File: src/rtl/std_pkg.sv
// Shared definitions for the std serial link (transmitter and receiver).
// Latency: n/a (types and constant helpers only).
// Backpressure: n/a.
package std_pkg;

  // Frame FSM encodings shared by both ends of the link.
  typedef enum logic [1:0] {
    ST_IDLE  = 2'd0,
    ST_SHIFT = 2'd1,
    ST_PAR   = 2'd2
  } state_t;

  // Counter width for a modulo-n count; never narrower than one bit.
  function automatic int clog2_min1(input int n);
    return (n <= 2) ? 1 : $clog2(n);
  endfunction

endpackage

File: src/rtl/mod_counter.sv
// Modulo-N up-counter with enable; wrap flags the terminal count N-1.
// Latency: count advances one edge after en; wrap is combinational from the count.
// Backpressure: none; holds its value while en is low.
module mod_counter
  import std_pkg::*;
#(
  parameter int N = 8,
  parameter int W = clog2_min1(N)
) (
  input  logic clk,
  input  logic rst_n,
  input  logic en,
  output logic wrap
);

  localparam logic [W-1:0] LAST = W'(N - 1);

  logic [W-1:0] count;

  assign wrap = (count == LAST);

  // Count 0..N-1 while enabled, returning to 0 after the terminal value.
  always_ff @(posedge clk or negedge rst_n) begin
    if (!rst_n) begin
      count <= '0;
    end else if (en) begin
      count <= wrap ? '0 : count + W'(1);
    end
  end

endmodule

File: src/rtl/piso_serializer.sv
// Parallel-in/serial-out transmitter: one WIDTH-bit word out one bit per clock, framed by SVALID/SLAST.
// Latency: first bit on SOUT one cycle after acceptance; back-to-back frames with no gap.
// Backpressure: IN_READY only in IDLE or on the last frame bit; serial side has none. Option: STD_PISO_PARITY_EN.
module piso_serializer
  import std_pkg::*;
#(
  parameter int WIDTH     = 8,
  parameter bit MSB_FIRST = 1'b0
) (
  input  logic             CLK,
  input  logic             RSTn,
  input  logic [WIDTH-1:0] IN_DATA,
  input  logic             IN_VALID,
  output logic             IN_READY,
  output logic             SOUT,
  output logic             SVALID,
  output logic             SLAST,
  output logic             BUSY
);

  localparam int CW = clog2_min1(WIDTH);

  state_t           state_q;
  state_t           state_d;
  logic [WIDTH-1:0] shreg_q;
  logic             cnt_wrap;
  logic             in_shift;
  logic             last_data;
  logic             accept;
  logic             sout_bit;

  assign in_shift  = (state_q == ST_SHIFT);
  assign last_data = in_shift & cnt_wrap;
  assign accept    = IN_VALID & IN_READY;
  assign sout_bit  = MSB_FIRST ? shreg_q[WIDTH-1] : shreg_q[0];

  // Bit position within the data part of the frame; wraps on the last data bit.
  mod_counter #(
    .N (WIDTH),
    .W (CW)
  ) u_bit_cnt (
    .clk   (CLK),
    .rst_n (RSTn),
    .en    (in_shift),
    .wrap  (cnt_wrap)
  );

  // Frame state register; reset aborts any frame in progress.
  always_ff @(posedge CLK or negedge RSTn) begin
    if (!RSTn) begin
      state_q <= ST_IDLE;
    end else begin
      state_q <= state_d;
    end
  end

  // Next-state: a word accepted on the final bit restarts SHIFT without a bubble.
  always_comb begin
    state_d = state_q;
    case (state_q)
      ST_IDLE: begin
        if (accept) state_d = ST_SHIFT;
      end
      ST_SHIFT: begin
        if (last_data) begin
`ifdef STD_PISO_PARITY_EN
          state_d = ST_PAR;
`else
          state_d = accept ? ST_SHIFT : ST_IDLE;
`endif
        end
      end
      ST_PAR: begin
        state_d = accept ? ST_SHIFT : ST_IDLE;
      end
      default: begin
        state_d = ST_IDLE;
      end
    endcase
  end

  // Capture the word on acceptance, then bring the next bit to the output end each SHIFT cycle.
  always_ff @(posedge CLK or negedge RSTn) begin
    if (!RSTn) begin
      shreg_q <= '0;
    end else if (accept) begin
      shreg_q <= IN_DATA;
    end else if (in_shift) begin
      shreg_q <= MSB_FIRST ? (shreg_q << 1) : (shreg_q >> 1);
    end
  end

`ifdef STD_PISO_PARITY_EN
  logic par_q;

  // Even parity of the captured word, sent in the trailing PAR cycle.
  always_ff @(posedge CLK or negedge RSTn) begin
    if (!RSTn) begin
      par_q <= 1'b0;
    end else if (accept) begin
      par_q <= ^IN_DATA;
    end
  end

  assign SLAST = (state_q == ST_PAR);
  assign SOUT  = in_shift ? sout_bit : (SLAST & par_q);
`else
  assign SLAST = last_data;
  assign SOUT  = in_shift & sout_bit;
`endif

  // All framing outputs decode from registered state only.
  assign SVALID   = (state_q != ST_IDLE);
  assign BUSY     = SVALID;
  assign IN_READY = (state_q == ST_IDLE) | SLAST;

endmodule
File: config.mk
export PLATFORM = sky130hd
export DESIGN_NAME = piso_serializer
export DESIGN_NICKNAME = d
export VERILOG_FILES = /design/src/rtl/std_pkg.sv /design/src/rtl/mod_counter.sv /design/src/rtl/piso_serializer.sv
export SDC_FILE = /design/constraint.sdc
export NUM_CORES = 1
export LEC_CHECK = 0
export BUFFER_PORTS_ARGS = -buffer_cell sky130_fd_sc_hd__buf_2
export CORE_AREA = 8 8 45 47
export DETAILED_ROUTE_END_ITERATION = 16
export DIE_AREA = 0 0 53 55
export PLACE_DENSITY = 0.82
export SLEW_MARGIN = 10
export SYNTH_ARGS = -nofsm -noshare
export SYNTH_HDL_FRONTEND = slang
export SYNTH_SLANG_ARGS = --single-unit
File: constraint.sdc
create_clock -name CLK -period 4.3 [get_ports CLK]
set_input_delay 0.645 -clock CLK [delete_from_list [all_inputs] [get_ports CLK]]
set_output_delay 0.645 -clock CLK [all_outputs]
set_load 0.02 [all_outputs]
==> metrics.txt <==
Placed Area 688.2 um^2; layout cells sized above 1 49.23%; unrepaired setup endpoints after global routing no; Synth top area share 46.97%; DRT iter0 DRCs 9; Commonest cells post-synth dfrtp_1 (12), nor2b_1 (7), o221a_2 (6); outcome complete, no violations; Cell Chain, Critical Path nand2b_1 -> buf_2; mean number of vias per cell 5.654; setup_tns 0 ns; Post-synth EDFFs 0; Net Count, Synth 64; part of the power in registers 41.5%; Seq/Total Area, Yosys 46.97%; Setup Fix Bufs, Post-CTS 0; CTS tree yes; Reg clk slew, reported paths 0.08 ns; Comb pwr share 40.2%; Post-Syn Area 639.4 um^2; leakage 0.3531 nW; ANT nets after route 0; First-pass DRT Iterations 5; root buffer cell clkbuf_4; largest net degree at the start of global routing 24; worst path required time 3.65 ns; Most used DFF post-synth dfrtp_1; endpoints failing hold 0; first-pass GRT wire length 1.945 mm; Layout area overhead 13.31%; drt drc 0; worst-skew pair later-pin latency 0.27 ns; n_diodes 0; async set-reset flop share out of synthesis 100.0%; GP Congestion 0.6968; Yosys warnings 0; Worst Skew 0.006372 ns; Cell variety after synth 18; Setup-failing EPs final 0; Die Span Y 55 um; CP arrival 1.71 ns; fin area 724.4 um^2; Power Dens Cells 672.1 mW/mm^2; Yosys top cell by area dfrtp_1; number of global-route vias before repair 468; WL final 1.198 mm; Mean Syn Cell Area 12.54 um^2; metal3 WL 64 um; Highest Signal Layer met4; CP delay by family, top flip-flops; Initial Util 46.20%; Power Internal 0.0003167 W; Worst Setup Start Kind register; metal2 WL 616 um; TritonCTS Buffers 3; # resized after CTS 0; DR WL/cell 14.79 um; #FFs+latches synth 12; via count 458; Worst Path Max Fanout 23; IO Pins 16; Final min period 2.356 ns; CP Capture Type output pin; TritonCTS Sinks 12; initial antenna violation count 0; port bufs 15; clock network fraction of total power 18.3%; H-tree levels 1; die width 53 um; core area 0.001384 mm^2; count leader, synth dfrtp_1; switching portion of total power 34.95%; Hold WC Path Type in -> async; die area 0.002915 mm^2; Rows 14; Largest stage delay, worst path 0.76 ns; Final nets 79; CP Buf/Inv Count 1; CP max stage cell dfrtp_1; Longest Clk Path Bufs 2; Synth area leaders dfrtp_1 (47%), o221a_2 (11%), nor2b_1 (6.8%); actual slew at the worst max-slew pin 0.6479 ns; post-DP HPWL 840 um; CP Class reg -> out; Metal-1 WL 490 um; period utilisation layout 54.79%; GR Overflow Total 0; Post-Syn Instances 51; P_sw 0.0001702 W; Max Clock Freq 424.4 MHz; # Max-Cap Violations 0; CTS Hold Buffers Added 0; VDD IR-drop max 0.3316 mV; GRT Total Usage 9.453%; Final Max Slew Viols 0; Slew HR 56.80%
-- state kept, by name, summed over array words and instances, names as in the netlist --
name             flops
u_bit_cnt.count      3
state_q              1
shreg_q              8
-- logic make-up (layout without fill, tap and decap cells) --
group,count (synthesis),count (layout),synth area share [%]
compound gates,15,15,23.29
fa+ha+maj,2,2,3.913
buf+inv,5,19,7.238
flops,12,12,46.97
mux,3,3,5.088
simple gates,14,14,13.50
-- placed cells by master, fill, tap and decap left out --
cell,synthesis,routed
and2_2,2,2
o21ai_0,1,1
buf_2,1,15
mux2_2,2,2
ha_1,2,2
clkbuf_4,0,3
nor2b_1,7,7
dfrtp_1,12,12
nand2_1,1,1
nand3_1,1,1
mux2i_1,1,1
a211o_2,3,3
o221a_1,1,1
o221a_2,6,6
a211o_1,4,4
nand2b_1,3,3
clkbuf_8,0,1
-- final timing paths --
path,start,to,slack [ns],depth (start not counted)
worst max-delay path,state_q[0],IN_READY,1.94,2
worst min-delay path,RSTn,shreg_q[1],0.23,1
worst max register to register,state_q[0],shreg_q[6],2.52,3
worst min register to register,u_bit_cnt.count[0],u_bit_cnt.count[0],0.51,1
max in group asynchronous,RSTn,shreg_q[6],3.86,1
min in group CLK,u_bit_cnt.count[0],u_bit_cnt.count[0],0.51,1
-- cell type report --
class / instances / area (um^2)
tap: 16 / 20.02
timing repair buffer: 15 / 75.07
clock buffer: 4 / 36.28
sequential: 12 / 300.3
multi-input combinational: 34 / 292.8
fill: 130 / 659.4
-- power groups by stage --
stage	Clock [W]	Combinational (W)	Sequential, W
after floorplan	0	0.000185	0.000187
after global placement	0	0.000194	0.000200
after detailed placement	0	0.000197	0.000204
after CTS	0.0000925	0.000199	0.000201
after global routing	0.0000974	0.000215	0.000210
final	0.0000891	0.000196	0.000202
-- stage by stage --
step | std cells | setup slack, ns | hold WS [ns] | utilization (%) | power, W
after CTS | 81 | 1.936 | 0.2283 | 52.35 | 0.0004925
after floorplan | 51 | 2.562 | 0.3494 | - | 0.0003721
after detailed placement | 77 | 2.239 | 0.4938 | 49.73 | 0.0004012
after global routing | 81 | 1.766 | 0.2440 | 52.35 | 0.0005232
final | 81 | 1.944 | 0.2289 | 52.35 | 0.0004869
after global placement | 77 | 2.309 | 0.4682 | 49.73 | 0.0003940
-- metal layers --
metal / vias up / track usage [%]
li1: 220 / -
met1: 224 / 8.791
met2: 12 / 16.21
met3: 2 / 2.139
met4: 0 / 10.34
met5: - / 0
Note: power is estimated with default switching activity, not from simulation.
